==> src/rtl/adder_sum_accumulator_if.sv <==
// Handshake bundle between the 2-bit adder, the frame accumulator and its consumer.
//   in_valid/in_ready/in_sum/in_carry : sample stream into the accumulator
//   abort                             : drop the partial frame
//   out_valid/out_ready/out_acc/out_ovf/out_frame_cnt : frame total stream
// slave  = accumulator side, master = producer/consumer side.
interface adder_sum_accumulator_if #(
  parameter int ACC_W = 8
);
  logic             in_valid;
  logic             in_ready;
  logic [1:0]       in_sum;
  logic             in_carry;
  logic             abort;
  logic             out_valid;
  logic             out_ready;
  logic [ACC_W-1:0] out_acc;
  logic             out_ovf;
  logic [7:0]       out_frame_cnt;

  modport slave (
    input  in_valid, in_sum, in_carry, abort, out_ready,
    output in_ready, out_valid, out_acc, out_ovf, out_frame_cnt
  );

  modport master (
    output in_valid, in_sum, in_carry, abort, out_ready,
    input  in_ready, out_valid, out_acc, out_ovf, out_frame_cnt
  );
endinterface

==> src/rtl/adder_sum_accumulator.sv <==
// Frame accumulator behind the 2-bit ripple adder.
// Sums FRAME_LEN accepted {carry,sum} samples (0..6) into an ACC_W-bit total,
// then holds the total (with a sticky overflow flag) on the output handshake
// until it is taken.
//   clk, rst : clock, synchronous active-high reset
//   bus      : adder_sum_accumulator_if.slave (sample in, frame total out)
module adder_sum_accumulator #(
  parameter int ACC_W     = 8,
  parameter int FRAME_LEN = 4
) (
  input  logic                    clk,
  input  logic                    rst,
  adder_sum_accumulator_if.slave  bus
);

  typedef enum logic {ACCUM = 1'b0, HOLD = 1'b1} state_e;

  localparam logic [7:0] LAST_IDX = 8'(FRAME_LEN - 1);

  state_e           state_q, state_d;
  logic [ACC_W-1:0] acc_q, acc_d;
  logic [7:0]       cnt_q, cnt_d;
  logic             ovf_q, ovf_d;
  logic [7:0]       frame_cnt_q, frame_cnt_d;

  logic [ACC_W:0]   sample;
  logic [ACC_W:0]   sum_ext;

  // Data inputs are masked unless valid so undriven data never reaches state.
  always_comb begin
    sample = '0;
    if (bus.in_valid) sample = {{(ACC_W-2){1'b0}}, bus.in_carry, bus.in_sum};
    sum_ext = {1'b0, acc_q} + sample;
  end

  always_comb begin
    state_d     = state_q;
    acc_d       = acc_q;
    cnt_d       = cnt_q;
    ovf_d       = ovf_q;
    frame_cnt_d = frame_cnt_q;
    case (state_q)
      ACCUM: begin
        if (bus.abort) begin
          // abort wins over a sample offered in the same cycle
          acc_d = '0;
          cnt_d = '0;
          ovf_d = 1'b0;
        end else if (bus.in_valid) begin
          acc_d = sum_ext[ACC_W-1:0];
          ovf_d = ovf_q | sum_ext[ACC_W];
          cnt_d = cnt_q + 8'd1;
          if (cnt_q == LAST_IDX) state_d = HOLD;
        end
      end
      HOLD: begin
        // abort is ignored here: a completed frame is always delivered
        if (bus.out_ready) begin
          state_d     = ACCUM;
          acc_d       = '0;
          cnt_d       = '0;
          ovf_d       = 1'b0;
          frame_cnt_d = frame_cnt_q + 8'd1;
        end
      end
      default: state_d = ACCUM;
    endcase
  end

  always_ff @(posedge clk) begin
    if (rst) begin
      state_q     <= ACCUM;
      acc_q       <= '0;
      cnt_q       <= '0;
      ovf_q       <= 1'b0;
      frame_cnt_q <= '0;
    end else begin
      state_q     <= state_d;
      acc_q       <= acc_d;
      cnt_q       <= cnt_d;
      ovf_q       <= ovf_d;
      frame_cnt_q <= frame_cnt_d;
    end
  end

  assign bus.in_ready      = (state_q == ACCUM);
  assign bus.out_valid     = (state_q == HOLD);
  assign bus.out_acc       = acc_q;
  assign bus.out_ovf       = ovf_q;
  assign bus.out_frame_cnt = frame_cnt_q;

endmodule
==> src/flat_wrapper.sv <==
// flat-port wrapper written by rule: the top's interface ports become plain ports
module adder_sum_accumulator_flat 
#(
  parameter int ACC_W     = 8,
  parameter int FRAME_LEN = 4
)
  (clk, rst, bus_in_valid, bus_in_sum, bus_in_carry, bus_abort, bus_out_ready, bus_in_ready, bus_out_valid, bus_out_acc, bus_out_ovf, bus_out_frame_cnt);
  adder_sum_accumulator_if #(.ACC_W(ACC_W)) bus_i ();
  input  logic clk;
  input  logic rst;
  input wire logic [$bits(bus_i.in_valid)-1:0] bus_in_valid;
  input wire logic [$bits(bus_i.in_sum)-1:0] bus_in_sum;
  input wire logic [$bits(bus_i.in_carry)-1:0] bus_in_carry;
  input wire logic [$bits(bus_i.abort)-1:0] bus_abort;
  input wire logic [$bits(bus_i.out_ready)-1:0] bus_out_ready;
  output wire logic [$bits(bus_i.in_ready)-1:0] bus_in_ready;
  output wire logic [$bits(bus_i.out_valid)-1:0] bus_out_valid;
  output wire logic [$bits(bus_i.out_acc)-1:0] bus_out_acc;
  output wire logic [$bits(bus_i.out_ovf)-1:0] bus_out_ovf;
  output wire logic [$bits(bus_i.out_frame_cnt)-1:0] bus_out_frame_cnt;
  assign bus_i.in_valid = bus_in_valid;
  assign bus_i.in_sum = bus_in_sum;
  assign bus_i.in_carry = bus_in_carry;
  assign bus_i.abort = bus_abort;
  assign bus_i.out_ready = bus_out_ready;
  assign bus_in_ready = bus_i.in_ready;
  assign bus_out_valid = bus_i.out_valid;
  assign bus_out_acc = bus_i.out_acc;
  assign bus_out_ovf = bus_i.out_ovf;
  assign bus_out_frame_cnt = bus_i.out_frame_cnt;
  adder_sum_accumulator #(.ACC_W(ACC_W), .FRAME_LEN(FRAME_LEN)) u_core (.clk(clk), .rst(rst), .bus(bus_i));
endmodule
==> config.mk <==
export PLATFORM = sky130hd
export DESIGN_NAME = adder_sum_accumulator_flat
export DESIGN_NICKNAME = d
export VERILOG_FILES = /design/src/rtl/adder_sum_accumulator_if.sv /design/src/rtl/adder_sum_accumulator.sv /design/src/flat_wrapper.sv
export SDC_FILE = /design/constraint.sdc
export NUM_CORES = 1
export LEC_CHECK = 0
export BUFFER_PORTS_ARGS = -buffer_cell sky130_fd_sc_hd__buf_2
export CAP_MARGIN = 20
export CORE_ASPECT_RATIO = 0.5
export CORE_UTILIZATION = 45
export CTS_BUF_LIST = sky130_fd_sc_hd__clkbuf_4 sky130_fd_sc_hd__clkbuf_8
export DETAILED_ROUTE_END_ITERATION = 10
export HOLD_SLACK_MARGIN = 0.02
export PLACE_DENSITY = 0.7
export SETUP_SLACK_MARGIN = 0.15
export SLEW_MARGIN = 20
export SYNTH_ARGS = -nofsm -noshare
export SYNTH_HDL_FRONTEND = slang
export SYNTH_SLANG_ARGS = --single-unit
==> constraint.sdc <==
create_clock -name clk -period 1.85 [get_ports clk]
set_clock_uncertainty 0.1 [all_clocks]
set_input_delay 0.185 -clock clk [delete_from_list [all_inputs] [get_ports clk]]
set_output_delay 0.185 -clock clk [all_outputs]
set_load 0.005 [all_outputs]
# == After elaboration in Yosys (flattened, before gate mapping) ==
# Index checks and enable logic that the tools add are counted.
# totals
reg_bits,26
wordCells,32
# classes
n_reduce_logical,2
n_mux,17
n_bitwise,2
eq_ne,3
add_sub_neg,3
# op_table
cell,count
2-to-1 mux 8 bit,5
case mux 8 bit (2 select lines),2
"adder 8 x 1 -> 8 bit, second input constant",2
adder 8 x 3 -> 9 bit,1
"== test 8 x 2 -> 1 bit, second input constant",1
2-to-1 mux 1 bit,7
case mux 1 bit (2 select lines),2
AND reduction 2 bit,2
2-to-1 mux 3 bit,1
"inequality test 3 bit, second input constant",1
"inequality test 2 bit, second input constant",1
inverter 1 bit,1
OR 1 bit,1

# == Longest topological paths before layout ==
# logic_depth
word_depth,6
depth_mapped,7
depth_no_buf,7

# == Worst setup path after synthesis ==
# OpenSTA, ideal clock, no wires.
# synth_path
kind,in2reg
startpoint,input bus_in_sum[0]
endpoint,"register u_core.acc_q[6], in the netlist u_core.bus.out_acc[6]"
setup_time_ns,0.078
arrival_ns,1.661
path_buffers,0
t_required_ns,1.672
path_slack_ns,0.011
stages,7
path_cell_list,and2_2 > ha_1 > fa_1 > a21oi_1 > and4b_1 > o211a_1 > nor3_1
# synth_between
elab_chain_len,5
# synth_lines
item,line_no,source
from (decl),flat_wrapper.sv:12,input wire logic [$bits(bus_i.in_sum)-1:0] bus_in_sum;
2-to-1 mux 3 bit,adder_sum_accumulator.sv:32,"if (bus.in_valid) sample = {{(ACC_W-2){1'b0}}, bus.in_carry, bus.in_sum};"
adder 8 x 3 -> 9 bit,adder_sum_accumulator.sv:33,"sum_ext = {1'b0, acc_q} + sample;"
2-to-1 mux 8 bit,adder_sum_accumulator.sv:49,end else if (bus.in_valid) begin
2-to-1 mux 8 bit,adder_sum_accumulator.sv:44,if (bus.abort) begin
case mux 8 bit (2 select lines),adder_sum_accumulator.sv:42,case (state_q)
to (signal assigned),adder_sum_accumulator.sv:73,acc_q <= '0;
to (signal assigned),adder_sum_accumulator.sv:79,acc_q <= acc_d;
to (decl),adder_sum_accumulator.sv:21,"logic [ACC_W-1:0] acc_q, acc_d;"
# Every way passes these cells. The select of a mux whose other input is x is not followed.
# A chain may end at the register's enable or synchronous reset.

# == Worst setup path after layout ==
# layout_path
startpoint,"register u_core.acc_q[0], in the netlist u_core.bus.out_acc[0]"
endpoint,"register u_core.acc_q[6], in the netlist u_core.bus.out_acc[6]"
# layout_between
elab_chain_len,4
# layout_lines
item,line_no
adder 8 x 3 -> 9 bit,adder_sum_accumulator.sv:33
2-to-1 mux 8 bit,adder_sum_accumulator.sv:49
2-to-1 mux 8 bit,adder_sum_accumulator.sv:44
case mux 8 bit (2 select lines),adder_sum_accumulator.sv:42
# Every way passes these cells. The select of a mux whose other input is x is not followed.

==> run summary <==
Before antenna repair, the detailed router went through 4 iterations. For the final routed database, the setup TNS stands at 0 ns. The area fraction in and, or, nand and nor cells after synthesis came out at 0.259. The detailed router placed 1252 vias in this run.

The portion of netlist area occupied by mux cells is 0, and the overall overflow remaining after global route is 0. After synthesis, the largest family of logic cells by area is simple AND/OR/NAND/NOR gates. In this run the remaining antenna-violating nets after routing total 0. The type of the worst setup path was reg2reg.

The clock reaches the later pin of the worst-skew pair after 0.27 ns. Max-cap violations in this run came to 0. The share of the yosys chip area belonging to registers was 0.392. For the max-slew violation total from the final report, the log shows 0.

After detailed placement, the design holds a cell count of 219. The CTS H-tree depth was 1; the data arrival time of the worst path was 1.85 ns. The proportion of layout cells with a drive suffix above 1 was 0.314. The run finished with clean final reports. The most critical setup path has its startpoint at u_core.bus.out_acc[0].

The first-pass GRT wire length is 4.79 mm. After routing the design area is 1690 sq um. For this run, the leading register cell type out of synthesis is sky130_fd_sc_hd__dfxtp_1. The post-synthesis average cell area was 8.63 sq um. By area the synthesized netlist is led by sky130_fd_sc_hd__dfxtp_1 39%, sky130_fd_sc_hd__a21oi_1 4.9%, sky130_fd_sc_hd__ha_1 4.7%. For the worst flop-to-flop path, the logic depth is 6.

The post-synthesis compound-gate area fraction is 0.205. The logs give 0.492 for the starting density of the core and 3190 sq um for the die area. Summed over all layers, the routed wires come to 2.99 mm.

The critical path ends at u_core.bus.out_acc[6]. The tools report the number of buffers inserted during clock tree synthesis as 3. The tools report the capturing element type of the critical path as a flip-flop. The total nets after synthesis came out at 168.

The die is 40.4 um tall. Classification of the worst-slack hold path: in2reg. The transition time at the pin with the least slew margin came out at 0.529 ns. The number of cells in the finished layout apart from fillers is 225. In this run the worst path has a maximum fanout of 3.

The placed instances occupy a cell area of 1580 sq um. The run gives 0 as the total count of hold-check failures in the final report. Setup slack on the worst reg-to-reg path comes out at 0.1 ns. The achievable clock frequency was 570 MHz. At the worst endpoint, the required time is 1.95 ns. For the core region area, the log shows 2700 sq um. sky130_fd_sc_hd__dfxtp_1 takes more of the synthesized area than any other cell.

The clock slew at the register clock pins of the worst setup and hold paths is 0.09 ns, and the post-layout total power is 1.03 mW. CTS saw 26 sinks. The maximum number of buffers from clock root to sink is 2.

Setup repair after global routing could not meet its margin everywhere. The xor/xnor cell area share of the yosys netlist is 0.0395, and the top-level I/O count is 27. Dividing the detail-routed wire length by the instance count gives 13.3 um. The final worst-path cycle share was 0.948. Counting every instance in the synthesized netlist gives 154. In this run the horizontal extent of the chip is 78.9 um. Yosys printed 0 warnings.

The fraction of synthesis flops using an asynchronous set or reset pin is 0, and the violation count after the first detailed-route iteration is 89. The number of buffers inserted by port buffering was 26. The startpoint identified for the worst register-to-register timing path is u_core.bus.out_acc[0].

The number of placement rows was 13. The synthesized netlist contains 42 unique library cells. The run gives 0 as the total setup violations reported at the end of the flow.

For this run, design rule violations remaining after detail routing come to 0. The tools report the startpoint type of the worst setup path as a flip-flop. TritonCTS built the clock tree.

The post-route minimum period came out at 1.75 ns. The logs give 1330 sq um for the area of the mapped netlist and 29 for the pin count of the biggest net entering global routing. For the number of global-route vias before repair, the log shows 990.

The tools report the overall fraction of global-route tracks in use as 0.204. Counting flops and latches in the post-synthesis netlist gives 26. The HPWL after detailed placement is 2.10 mm. The tree is rooted in a sky130_fd_sc_hd__clkbuf_8. Number of hold buffers added after cts: 0. The synthesized design contains 0 enable-type register cells. The congestion estimate from routability-driven global placement came to 0.764.

Summed over all cells, the static leakage comes to 0.669 nW. For the initial antenna violation count, the log shows 0. Across the VDD grid, the largest voltage drop is 0.360 mV. For the number of diodes, the log shows 0.

In the final design database the tool counted 203 nets. The filler cells instantiated in the layout total 260. After detailed routing, the number of vias per cell comes to 5.56. The worst relative slew slack was 0.647; the area share of the leading cell type in the synthesized netlist was 0.392.

The fraction of the mapped netlist area in adder cells came out at 0.0621. Power per standard cell area: 607 nW/um^2. Relative to the synthesized area, the layout overhead comes to 27.1%.

The endpoint identified for the worst register-to-register timing path is u_core.bus.out_acc[6].
[kinds of logic (layout without fill, tap and decap cells)]
group | after synthesis | count (layout)
and+or+nand+nor | 64 | 64
AOI/OAI and AO/OA | 40 | 40
DFF | 26 | 26
buffers and inverters | 12 | 46
adders and majority gates | 6 | 6
xor gates and xnor gates | 6 | 6
[state kept, by name (all words and copies together), names as in the netlist]
name / flops
u_core.bus.out_frame_cnt: 8
u_core.bus.out_ovf: 1
u_core.bus.out_valid: 1
u_core.cnt_q: 8
u_core.bus.out_acc: 8
[cell usage after synthesis, types with 2 or more instances]
cell type / n
sky130_fd_sc_hd__xor2_1: 3
sky130_fd_sc_hd__or3_1: 4
sky130_fd_sc_hd__xnor2_1: 3
sky130_fd_sc_hd__clkbuf_1: 4
sky130_fd_sc_hd__a22oi_1: 4
sky130_fd_sc_hd__nor2_1: 15
sky130_fd_sc_hd__and3_1: 2
sky130_fd_sc_hd__nand2_1: 10
sky130_fd_sc_hd__or4_1: 2
sky130_fd_sc_hd__dfxtp_1: 26
sky130_fd_sc_hd__nand3_1: 9
sky130_fd_sc_hd__a311oi_1: 3
sky130_fd_sc_hd__ha_1: 5
sky130_fd_sc_hd__a21oi_1: 13
sky130_fd_sc_hd__nand4_1: 4
sky130_fd_sc_hd__a211oi_1: 3
sky130_fd_sc_hd__inv_1: 4
sky130_fd_sc_hd__and2_2: 3
sky130_fd_sc_hd__o21ai_0: 5
sky130_fd_sc_hd__nand2b_1: 2
sky130_fd_sc_hd__nor4_1: 2
sky130_fd_sc_hd__a31oi_1: 2
sky130_fd_sc_hd__a41oi_1: 2
sky130_fd_sc_hd__nor3_1: 4
sky130_fd_sc_hd__buf_2: 3
[layout by cell type, fill, tap and decap left out, drive strengths merged, types with 2 or more instances in the layout]
cell type | netlist | layout
and3 | 2 | 2
nand2b | 2 | 2
a31oi | 2 | 2
xor2 | 3 | 3
a211oi | 3 | 3
nand2 | 10 | 10
ha | 5 | 5
inv | 4 | 4
or3 | 4 | 4
nor3 | 4 | 4
nand4 | 4 | 4
or4 | 2 | 2
nor4 | 2 | 2
and2 | 4 | 4
xnor2 | 3 | 3
dfxtp | 26 | 26
o21ai | 5 | 5
nor2 | 15 | 15
clkbuf | 4 | 4
a41oi | 2 | 2
a22oi | 4 | 4
a311oi | 3 | 3
nand3 | 9 | 9
a21oi | 13 | 13
buf | 4 | 38
[critical path, cell delays in order, from the launching register on]
cell                      delay, ns
sky130_fd_sc_hd__dfxtp_2       0.35
sky130_fd_sc_hd__ha_4          0.16
sky130_fd_sc_hd__fa_2          0.36
sky130_fd_sc_hd__a21oi_4       0.16
sky130_fd_sc_hd__and4b_1       0.24
sky130_fd_sc_hd__o211a_1       0.21
sky130_fd_sc_hd__nor3_1        0.11
[cell type report]
| class | instances | area [sq um] | share of cell area |
|---|---|---|---|
| inverters | 4 | 15.0 | 0.00889 |
| repair buffers | 38 | 220 | 0.130 |
| clock buffers | 4 | 55.1 | 0.0326 |
| multi-input cells | 116 | 827 | 0.490 |
| flip-flops and latches | 26 | 526 | 0.311 |
| well taps | 37 | 46.3 | 0.0274 |
[stage by stage]
step                setup slack (ns)  hold slack [ns]  utilization
floorplan                      0.142            0.245            -
global placement             -0.0243            0.352        0.585
detailed placement           -0.0840            0.358        0.585
CTS                           0.0714            0.124        0.613
global route                  0.0165            0.136        0.626
finish                        0.0970            0.128        0.626
[per-layer routing]
| metal | GRT usage | vias to the layer above | wire, um |
|---|---|---|---|
| met3 | 0.0614 | 2 | 104 |
| met2 | 0.341 | 20 | 1350 |
| li1 | - | 636 | - |
| met5 | 0 | - | 0 |
| met1 | 0.271 | 594 | 1530 |
| met4 | 0.0273 | 0 | 14 |
[how the worst min path moves through the flow]
stage	start	to	slack (ns)	cells past startpoint
final	bus_out_ready	u_core.bus.out_frame_cnt[1]	0.13	3
after global routing	bus_out_ready	u_core.bus.out_frame_cnt[1]	0.14	3
after CTS	bus_out_ready	u_core.bus.out_frame_cnt[1]	0.12	3
after detailed placement	u_core.bus.out_ovf	u_core.bus.out_ovf	0.36	2
after global placement	u_core.bus.out_ovf	u_core.bus.out_ovf	0.35	2
after floorplan	bus_out_ready	u_core.bus.out_frame_cnt[1]	0.25	2
[repair_timing]
| item | 4_1_cts | 5_1_grt |
|---|---|---|
| endpoints found under the setup margin | 5 | 6 |
| resized for setup | 3 | 5 |
| pin swaps | 5 | 4 |
| buffers inserted | 2 | 0 |
| endpoints found under the hold margin | 0 | 0 |
[report_power, final]
| group | internal [mW] | switching (mW) |
|---|---|---|
| registers | 0.562 | 0.00486 |
| clock network | 0.190 | 0.175 |
| logic | 0.0407 | 0.0535 |
Note: power is estimated with default switching activity, not from simulation.
